## config.mk

```make
export PLATFORM = sky130hd
export DESIGN_NAME = mem_arbiter_flat
export DESIGN_NICKNAME = d
export VERILOG_FILES = /design/src/rtl/memips_pkg.sv /design/src/rtl/mem_arbiter_if.sv /design/src/rtl/mem_arbiter.sv /design/src/flat_wrapper.sv
export SDC_FILE = /design/constraint.sdc
export NUM_CORES = 1
export LEC_CHECK = 0
export ABC_AREA = 1
export CAP_MARGIN = 25
export CORE_MARGIN = 5
export CORE_UTILIZATION = 41
export CTS_BUF_LIST = sky130_fd_sc_hd__clkbuf_4 sky130_fd_sc_hd__clkbuf_8 sky130_fd_sc_hd__clkbuf_16
export CTS_CLUSTER_SIZE = 14
export DETAILED_ROUTE_END_ITERATION = 8
export GPL_TIMING_DRIVEN = 0
export PLACE_DENSITY = 0.88
export SYNTH_ARGS = -nofsm -noshare
export SYNTH_HDL_FRONTEND = slang
export SYNTH_SLANG_ARGS = --single-unit
```

## constraint.sdc

```tcl
create_clock -name clk -period 1.99 [get_ports clk]
set_clock_uncertainty 0.1 [all_clocks]
set_input_delay 0.2985 -clock clk [delete_from_list [all_inputs] [get_ports clk]]
set_output_delay 0.2985 -clock clk [all_outputs]
set_load 0.01 [all_outputs]
```

## src/rtl/memips_pkg.sv

```systemverilog
// Shared types and default sizing for the memory-side blocks.
// Holds the arbiter state encoding and the default widths/starvation limit.
// No logic; imported by the arbiter and its interface.
package memips_pkg;

  localparam int DEF_ADDR_W       = 32;
  localparam int DEF_DATA_W       = 32;
  localparam int DEF_STARVE_LIMIT = 4;

  typedef enum logic [1:0] {
    ST_IDLE    = 2'd0,
    ST_GRANT_I = 2'd1,
    ST_GRANT_D = 2'd2,
    ST_RESP    = 2'd3
  } arb_state_t;

endpackage

```

## src/rtl/mem_arbiter_if.sv

```systemverilog
// Bundle of fetch port, data port and memory port signals around mem_arbiter.
// master: requesters + memory model (drive requests, m_rdata, m_ready).
// slave : the arbiter (drives responses and the memory request).
interface mem_arbiter_if import memips_pkg::*; #(
  parameter int ADDR_W = DEF_ADDR_W,
  parameter int DATA_W = DEF_DATA_W
) ();

  localparam int BE_W = DATA_W / 8;

  // fetch port
  logic              i_req;
  logic [ADDR_W-1:0] i_addr;
  logic [DATA_W-1:0] i_rdata;
  logic              i_ack;

  // data port
  logic              d_req;
  logic              d_we;
  logic [BE_W-1:0]   d_be;
  logic [ADDR_W-1:0] d_addr;
  logic [DATA_W-1:0] d_wdata;
  logic [DATA_W-1:0] d_rdata;
  logic              d_ack;

  // memory port
  logic              m_req;
  logic              m_we;
  logic [BE_W-1:0]   m_be;
  logic [ADDR_W-1:0] m_addr;
  logic [DATA_W-1:0] m_wdata;
  logic [DATA_W-1:0] m_rdata;
  logic              m_ready;

  modport master (
    output i_req, i_addr, d_req, d_we, d_be, d_addr, d_wdata, m_rdata, m_ready,
    input  i_rdata, i_ack, d_rdata, d_ack, m_req, m_we, m_be, m_addr, m_wdata
  );

  modport slave (
    input  i_req, i_addr, d_req, d_we, d_be, d_addr, d_wdata, m_rdata, m_ready,
    output i_rdata, i_ack, d_rdata, d_ack, m_req, m_we, m_be, m_addr, m_wdata
  );

endinterface

```

## src/rtl/mem_arbiter.sv

```systemverilog
// Two-port (fetch/data) arbiter onto one memory port; data wins ties unless
// fetch has waited STARVE_LIMIT data grants. Latency: grant 1 cycle after
// sampling, ack 1 cycle after m_ready; memory backpressure = hold in GRANT.
// Ports: clk, rst (sync, active-high), bus (mem_arbiter_if.slave).
module mem_arbiter import memips_pkg::*; #(
  parameter int ADDR_W       = DEF_ADDR_W,
  parameter int DATA_W       = DEF_DATA_W,
  parameter int STARVE_LIMIT = DEF_STARVE_LIMIT
) (
  input logic          clk,
  input logic          rst,
  mem_arbiter_if.slave bus
);

  localparam int BE_W     = DATA_W / 8;
  localparam int STREAK_W = $clog2(STARVE_LIMIT + 1);
  localparam logic [STREAK_W-1:0] LIMIT = STREAK_W'(STARVE_LIMIT);

  arb_state_t          state;
  logic [STREAK_W-1:0] streak;

  logic              m_req_q;
  logic              m_we_q;
  logic [BE_W-1:0]   m_be_q;
  logic [ADDR_W-1:0] m_addr_q;
  logic [DATA_W-1:0] m_wdata_q;
  logic [DATA_W-1:0] i_rdata_q;
  logic [DATA_W-1:0] d_rdata_q;
  logic              i_ack_q;
  logic              d_ack_q;

  // Fetch wins when it is alone, or when it has been passed over
  // STARVE_LIMIT times in a row by the data port.
  logic grant_i;
  assign grant_i = bus.i_req && (!bus.d_req || (streak == LIMIT));

  always_ff @(posedge clk) begin
    if (rst) begin
      state     <= ST_IDLE;
      streak    <= '0;
      m_req_q   <= 1'b0;
      m_we_q    <= 1'b0;
      m_be_q    <= '0;
      m_addr_q  <= '0;
      m_wdata_q <= '0;
      i_rdata_q <= '0;
      d_rdata_q <= '0;
      i_ack_q   <= 1'b0;
      d_ack_q   <= 1'b0;
    end else begin
      // acks are single-cycle pulses raised on the GRANT->RESP transition
      i_ack_q <= 1'b0;
      d_ack_q <= 1'b0;
      case (state)
        ST_IDLE: begin
          if (grant_i) begin
            m_req_q   <= 1'b1;
            m_we_q    <= 1'b0;
            m_be_q    <= '1;
            m_addr_q  <= bus.i_addr;
            m_wdata_q <= '0;
            streak    <= '0;
            state     <= ST_GRANT_I;
          end else if (bus.d_req) begin
            m_req_q   <= 1'b1;
            m_we_q    <= bus.d_we;
            m_be_q    <= bus.d_be;
            m_addr_q  <= bus.d_addr;
            m_wdata_q <= bus.d_wdata;
            // only count grants that actually made fetch wait
            if (bus.i_req && (streak != LIMIT)) begin
              streak <= streak + 1'b1;
            end
            state     <= ST_GRANT_D;
          end
        end
        ST_GRANT_I: begin
          if (bus.m_ready) begin
            i_rdata_q <= bus.m_rdata;
            i_ack_q   <= 1'b1;
            m_req_q   <= 1'b0;
            state     <= ST_RESP;
          end
        end
        ST_GRANT_D: begin
          if (bus.m_ready) begin
            // stores leave the load-data register untouched
            if (!m_we_q) begin
              d_rdata_q <= bus.m_rdata;
            end
            d_ack_q <= 1'b1;
            m_req_q <= 1'b0;
            state   <= ST_RESP;
          end
        end
        ST_RESP: begin
          state <= ST_IDLE;
        end
        default: begin
          state <= ST_IDLE;
        end
      endcase
    end
  end

  assign bus.m_req   = m_req_q;
  assign bus.m_we    = m_we_q;
  assign bus.m_be    = m_be_q;
  assign bus.m_addr  = m_addr_q;
  assign bus.m_wdata = m_wdata_q;
  assign bus.i_rdata = i_rdata_q;
  assign bus.i_ack   = i_ack_q;
  assign bus.d_rdata = d_rdata_q;
  assign bus.d_ack   = d_ack_q;

endmodule

```

## src/flat_wrapper.sv

```systemverilog
// flat-port wrapper written by rule: the top's interface ports become plain ports
module mem_arbiter_flat import memips_pkg::*;
#(
  parameter int ADDR_W       = DEF_ADDR_W,
  parameter int DATA_W       = DEF_DATA_W,
  parameter int STARVE_LIMIT = DEF_STARVE_LIMIT
)
  (clk, rst, bus_i_req, bus_i_addr, bus_d_req, bus_d_we, bus_d_be, bus_d_addr, bus_d_wdata, bus_m_rdata, bus_m_ready, bus_i_rdata, bus_i_ack, bus_d_rdata, bus_d_ack, bus_m_req, bus_m_we, bus_m_be, bus_m_addr, bus_m_wdata);
  mem_arbiter_if #(.ADDR_W(ADDR_W), .DATA_W(DATA_W)) bus_i ();
  input logic clk;
  input logic rst;
  input wire logic [$bits(bus_i.i_req)-1:0] bus_i_req;
  input wire logic [$bits(bus_i.i_addr)-1:0] bus_i_addr;
  input wire logic [$bits(bus_i.d_req)-1:0] bus_d_req;
  input wire logic [$bits(bus_i.d_we)-1:0] bus_d_we;
  input wire logic [$bits(bus_i.d_be)-1:0] bus_d_be;
  input wire logic [$bits(bus_i.d_addr)-1:0] bus_d_addr;
  input wire logic [$bits(bus_i.d_wdata)-1:0] bus_d_wdata;
  input wire logic [$bits(bus_i.m_rdata)-1:0] bus_m_rdata;
  input wire logic [$bits(bus_i.m_ready)-1:0] bus_m_ready;
  output wire logic [$bits(bus_i.i_rdata)-1:0] bus_i_rdata;
  output wire logic [$bits(bus_i.i_ack)-1:0] bus_i_ack;
  output wire logic [$bits(bus_i.d_rdata)-1:0] bus_d_rdata;
  output wire logic [$bits(bus_i.d_ack)-1:0] bus_d_ack;
  output wire logic [$bits(bus_i.m_req)-1:0] bus_m_req;
  output wire logic [$bits(bus_i.m_we)-1:0] bus_m_we;
  output wire logic [$bits(bus_i.m_be)-1:0] bus_m_be;
  output wire logic [$bits(bus_i.m_addr)-1:0] bus_m_addr;
  output wire logic [$bits(bus_i.m_wdata)-1:0] bus_m_wdata;
  assign bus_i.i_req = bus_i_req;
  assign bus_i.i_addr = bus_i_addr;
  assign bus_i.d_req = bus_d_req;
  assign bus_i.d_we = bus_d_we;
  assign bus_i.d_be = bus_d_be;
  assign bus_i.d_addr = bus_d_addr;
  assign bus_i.d_wdata = bus_d_wdata;
  assign bus_i.m_rdata = bus_m_rdata;
  assign bus_i.m_ready = bus_m_ready;
  assign bus_i_rdata = bus_i.i_rdata;
  assign bus_i_ack = bus_i.i_ack;
  assign bus_d_rdata = bus_i.d_rdata;
  assign bus_d_ack = bus_i.d_ack;
  assign bus_m_req = bus_i.m_req;
  assign bus_m_we = bus_i.m_we;
  assign bus_m_be = bus_i.m_be;
  assign bus_m_addr = bus_i.m_addr;
  assign bus_m_wdata = bus_i.m_wdata;
  mem_arbiter #(.ADDR_W(ADDR_W), .DATA_W(DATA_W), .STARVE_LIMIT(STARVE_LIMIT)) u_core (.clk(clk), .rst(rst), .bus(bus_i));
endmodule
```

==> qor.txt, run 1 <==
CP Capture Type = flip-flop
WP data arrival = 2090 ps
Final setup viols = 0
Post-DP Area = 8610 um^2
Skew-Pair Late Insertion Delay = 410 ps
Worst-path clk slew = 60 ps
CP cell instances = inv_1 > ha_1 > nand2_1 > nor2_4 > inv_1 > clkbuf_1 > nor2_1 > nor2_1
post-synth net total = 925
yosys warns = 0
global-route wire length before repair = 30200 um
drt drc = 0
num ports = 274
Die Ht = 128 um
Remaining Overflow, GRT = 0
Critical Path Fanout Max = 10
total power = 12.1 mW
clk buf depth = 2
Post-Place Cells = 1232
I/O Buffers = 272
Post-synth top cells = nor2_1, dfxtp_1, nand2_1
CTS Hold Bufs = 0
Tightest Hold Check Type = in -> reg
Peak VDD IR = 0.000743 V
WS Path Type = reg -> reg
Synth area leader = dfxtp_1
period utilization = 92.5%
post-synthesis register bit count = 141
capturing point of the worst reg2reg path = u_core.bus.d_rdata[0]
final hold vios = 0
cells on worst reg2reg path = 8
Async SR Flop Fraction = 0%
nets = 1216
die area = 16300 um^2
worst r2r src = u_core.state[0]
Area Growth Syn to Fin = 62.2%
Routed WL = 19300 um
ANT cells = 0
CTS tree = yes
Max Cap Viol = 0
Design Area, Final = 9190 um^2
crit-path max cell delay = 440 ps
largest cells by area after synthesis = dfxtp_1, nor2_1, nand3_1
post-CTS resize count = 0
detailed router's first-iteration violation count = 398
Post CTS Setup Buffer Count = 0
Finished Layout Cells = 1264
Placement Rows = 43
R2R Setup Slk = 150 ps
largest net degree at the start of global routing = 17
crit path max-delay cell type = clkbuf_1
gr usage total = 23.2%
Root Buffer = clkbuf_16
most frequent cell after synthesis = nor2_1
worst path required time = 2240 ps
Slew headroom = 65.1%
Yosys top cell area share = 49.8%
worst hold start = bus_i_req
CTS Buf Count = 17
Final Critical Period = 1840 ps
post-route ant nets = 0
share of cells above drive strength 1 = 6.00%
routability-driven placement congestion ratio = 0.860
Worst Max-Slew Pin Slew = 524 ps
# clock sinks = 141
Fin Hold WS = 172 ps
vias in the first global route = 5968
post-place setup slack = -99.8 ps
DP HPWL = 14600 um
power per cell area = 1320 nW/um^2
Post-Syn Area per Cell = 7.26 um^2
Core ar. = 13700 um^2
WL per Instance = 15.2 um
Via Count = 6079
Worst Path Buf+Inv = 3
Post-synth EDFFs = 0
top_reg_cell synth = dfxtp_1
antenna violations before repair = 0
Worst Hold End = u_core.bus.m_addr[0]
Max Freq = 543 MHz
final setup margin = 149 ps
Die W = 128 um
Initial DRT Pass Iterations = 5
CP delay by family, top = buffers and inverters
Synth Cell Area = 5660 um^2
Slew Limit Fails = 0
Setup TNS = 0 ps
post-layout util = 67.0%
Syn Inst Count = 780
Initial Util = 41.3%
startpoint types = flip-flop
vias per inst = 4.81
sequential cell area fraction in the yosys report = 49.8%
H-Tree Depth = 4
Min-Delay Path Depth = 5
static leakage = 3.96 nW
status = completed
number of distinct library cells after synthesis = 21
unrepaired setup endpoints after global routing = no
==> logic make-up (layout without fill, tap and decap cells) <==
logic type,Yosys count,after routing,share of synthesized area (%)
buffers and inverters,99,403,8.15
adder cells (fa/ha/maj),7,7,1.55
XOR/XNOR,1,1,0.155
AO/OA/AOI/OAI,146,146,13.0
AND/OR/NAND/NOR,386,386,27.3
flip-flops,141,141,49.8
==> worst reg2reg max path: stages, from the launching register on <==
cell and delay [ps]:
dfxtp_1 380, inv_1 110, ha_1 210, nand2_1 130
nor2_4 70, inv_1 140, clkbuf_1 440, nor2_1 80
nor2_1 120
==> where the power goes <==
| group | internal, mW | total, mW | switching (mW) |
|---|---|---|---|
| logic | 2.47 | 4.99 | 2.52 |
| clock network | 1.86 | 3.07 | 1.21 |
| registers | 3.66 | 4.08 | 0.424 |
| total | 7.99 | 12.1 | 4.16 |
==> how the worst max path moves through the flow <==
stage                         start                     end  slack (ps)  cells after the start
global placement                rst        u_core.bus.d_ack        -140                      4
floorplan           u_core.state[0]  u_core.bus.d_rdata[21]         520                      8
detailed placement              rst   u_core.bus.m_addr[27]        -100                      6
finish              u_core.state[0]   u_core.bus.d_rdata[0]         150                      8
global route        u_core.state[0]  u_core.bus.d_rdata[12]          10                      8
CTS                 u_core.bus.m_we                bus_m_we         130                      1
==> placed cells by master (no fill, tap or decap), drive strengths merged <==
cell type | Yosys | layout
a21oi | 41 | 41
buf | 30 | 30
bufinv | 0 | 1
clkbuf | 26 | 49
clkdlybuf4s50 | 0 | 272
clkinv | 0 | 5
clkinvlp | 0 | 2
dfxtp | 141 | 141
ha | 7 | 7
inv | 43 | 44
nand2 | 82 | 82
nand3 | 66 | 66
nor2 | 237 | 237
nor3b | 1 | 1
o21ai | 104 | 104
o21bai | 1 | 1
xor2 | 1 | 1
==> metal layers <==
metal	vias to the layer above	GRT usage [%]	part of all wire, %
met5	-	0	0
met4	0	10.1	3.1
met3	40	8.11	9.7
met2	244	39.8	47
met1	2723	26.2	40
li1	3072	-	-
==> area by class of cell <==
cell class                      count  area, um^2
Sequential cell                   141        2820
Timing Repair Buffer              272        2720
Inverter                           43         161
Clock inverter                      9        86.3
Fill cell                        1160        4530
Clock buffer                       23         489
Buffer                             56         300
Tap cell                          180         225
Multi-Input combinational cell    540        2380
==> registers in the layout, indices dropped and copies added, names as in the netlist <==
signal / flops
u_core.state: 2
u_core.bus.m_addr: 32
u_core.bus.i_rdata: 32
u_core.bus.i_ack: 1
u_core.bus.d_ack: 1
u_core.streak: 3
u_core.bus.m_wdata: 32
u_core.bus.m_req: 1
u_core.bus.m_be: 4
u_core.bus.m_we: 1
u_core.bus.d_rdata: 32
No activity file was read; power rests on OpenSTA's default activity.
==> run 2: changes to the inputs <==
- CELL_PAD_IN_SITES_DETAIL_PLACEMENT: unset -> 1
- CELL_PAD_IN_SITES_GLOBAL_PLACEMENT: unset -> 1
- CORE_UTILIZATION: 41 -> 28
- TNS_END_PERCENT: unset -> 30
==> run 2 against run 1 <==
  * Hold slack improved by 17 ps
  * Non-clock buffer count did not move
  * Die area rose by 42%
  * Via count rose by 2.6%
  * Critical path type unchanged
  * Critical endpoint is now u_core.bus.d_rdata[8]
  * Highest routed layer unchanged
==> qor.txt, run 2 (synthesis gave the netlist of run 1 again) <==
final hold vios = 0 (unchanged)
gr usage total = 18.9% (was 23.2%)
Multi-input gate area = 2380 um^2 (about the same)
Final setup viols = 0 (unchanged)
Via Count = 6236 (was 6079)
Max Freq = 552 MHz (was 543 MHz)
most frequent cells in the layout = clkdlybuf4s50_1, nor2_1, dfxtp_1, nand2_1 (unchanged)
vias in the first global route = 6500 (was 5968)
most common cell after layout, fill and taps aside = clkdlybuf4s50_1 (unchanged)
Skew-Pair Late Insertion Delay = 410 ps (about the same)
drt drc = 0 (unchanged)
ANT cells = 0 (unchanged)
Post-Place Cells = 1322 (was 1232)
Remaining Overflow, GRT = 0 (unchanged)
worst setup path startpoint = u_core.state[0] (unchanged)
Area Growth Syn to Fin = 63.6% (was 62.2%)
die area = 23200 um^2 (was 16300 um^2)
Tightest Hold Check Type = in -> reg (unchanged)
crit-path max cell delay = 390 ps (was 440 ps)
post-layout util = 46.1% (was 67.0%)
clk buf depth = 2 (unchanged)
CTS Buf Count = 17 (unchanged)
worst r2r src = u_core.state[0] (unchanged)
WL per Instance = 16.6 um (was 15.2 um)
Design Area, Final = 9260 um^2 (was 9190 um^2)
Routed WL = 22500 um (was 19300 um)
Placement Rows = 52 (was 43)
CP cell instances = inv_1 > ha_1 > nand2_1 > nor2_4 > inv_1 > clkbuf_1 > nor2_1 > nor2_1 (unchanged)
crit path max-delay cell type = clkbuf_1 (unchanged)
antenna violations before repair = 0 (unchanged)
power per cell area = 1310 nW/um^2 (was 1320 nW/um^2)
detailed router's first-iteration violation count = 145 (was 398)
DP HPWL = 17700 um (was 14600 um)
Die Ht = 152 um (was 128 um)
I/O Buffers = 272 (unchanged)
Worst Path Buf+Inv = 3 (unchanged)
Final Critical Period = 1810 ps (was 1840 ps)
num ports = 274 (unchanged)
global-route wire length before repair = 35500 um (was 30200 um)
CP delay by family, top = buffers and inverters (unchanged)
CTS tree = yes (unchanged)
# clock sinks = 141 (unchanged)
static leakage = 3.94 nW (was 3.96 nW)
Fill cells = 2470 (was 1160)
status = completed (unchanged)
Peak VDD IR = 0.000644 V (was 0.000743 V)
worst hold start = bus_i_req (unchanged)
register area = 2820 um^2 (unchanged)
Die W = 152 um (was 128 um)
period utilization = 91.0% (was 92.5%)
Fin Hold WS = 189 ps (was 172 ps)
vias per inst = 4.61 (was 4.81)
Initial DRT Pass Iterations = 4 (was 5)
share of cells above drive strength 1 = 6.27% (was 6.00%)
CTS Hold Bufs = 0 (unchanged)
CP Capture Type = flip-flop (unchanged)
nets = 1216 (unchanged)
H-Tree Depth = 4 (unchanged)
Critical Path Fanout Max = 10 (unchanged)
routability-driven placement congestion ratio = 0.765 (was 0.860)
startpoint types = flip-flop (unchanged)
post-route ant nets = 0 (unchanged)
largest net degree at the start of global routing = 17 (unchanged)
Finished Layout Cells = 1354 (was 1264)
Root Buffer = clkbuf_16 (unchanged)
Post-DP Area = 8720 um^2 (was 8610 um^2)
worst path required time = 2240 ps (about the same)
Initial Util = 28.2% (was 41.3%)
Worst-path clk slew = 60 ps (about the same)
Slew headroom = 62.6% (was 65.1%)
WP data arrival = 2060 ps (was 2090 ps)
Core ar. = 20100 um^2 (was 13700 um^2)
unrepaired setup endpoints after global routing = no (unchanged)
Slew Limit Fails = 0 (unchanged)
Worst Max-Slew Pin Slew = 561 ps (was 524 ps)
Max Cap Viol = 0 (unchanged)
WS Path Type = reg -> reg (unchanged)
-- run 2: changes by cell type in the layout (fill, tap and decap cells not counted), moves of 2 or more --
cell	delta
clkbuf_1	-2
clkbuf_2	+2
clkbuf_4	-3
clkbuf_8	-2
clkinv_2	+3
clkinvlp_4	+2
-- run 2: final cells by class --
class	count	area share, %
Multi-Input combinational cell	540	25.7
Timing Repair Buffer	272	29.4
Clock buffer	18	4.74
Clock inverter	14	1.03
Buffer	56	3.27
Tap cell	270	3.65
Sequential cell	141	30.5
Inverter	43	1.74
-- run 2: worst paths after layout --
check	slack, ps	cells after the start	endpoint
hold / removal	190	5	u_core.bus.m_addr[1]
setup reg to reg	180	8	u_core.bus.d_rdata[8]
setup / recovery	180	8	u_core.bus.d_rdata[8]
hold reg to reg	380	2	u_core.bus.i_rdata[24]
-- run 2: timing repair --
action                     in CTS  in global routing
gates resized for setup         0                  5
setup endpoints to repair       0                 12
setup buffers                   0                  0
-- run 2: through the flow --
stage	setup WS [ps]	total power, mW	TNS (ps)
CTS	87.1	12.3	0
global route	6.86	13.0	0
detailed placement	-163	9.33	-3940
global placement	-186	9.14	-3270
floorplan	521	6.59	0
finish	179	12.1	0
-- run 2: tightest hold or removal path: stages --
cell and delay (ps):
buf_6 120, nand3_1 80, nand3_1 80, nand2_1 50, inv_1 40
-- run 2: power breakdown --
part	internal (mW)	total [mW]	switching [mW]
Clock	1.62	2.90	1.28
Sequential	3.66	4.10	0.443
Combinational	2.47	5.11	2.64
Total	7.75	12.1	4.37
-- run 2: routing by layer --
layer | wire length [um] | vias to the layer above | GRT usage, %
met5 | 0 | - | 0
met2 | 11000 | 198 | 33.2
met1 | 9430 | 2927 | 21.7
met4 | 593 | 0 | 7.02
li1 | - | 3076 | -
met3 | 1500 | 35 | 5.74
==> run 3: changes to the inputs <==
- GPL_ROUTABILITY_DRIVEN: unset -> 1
==> results of run 3 <==
Same layout as run 2: the final DEF is identical, and so are final timing and power.
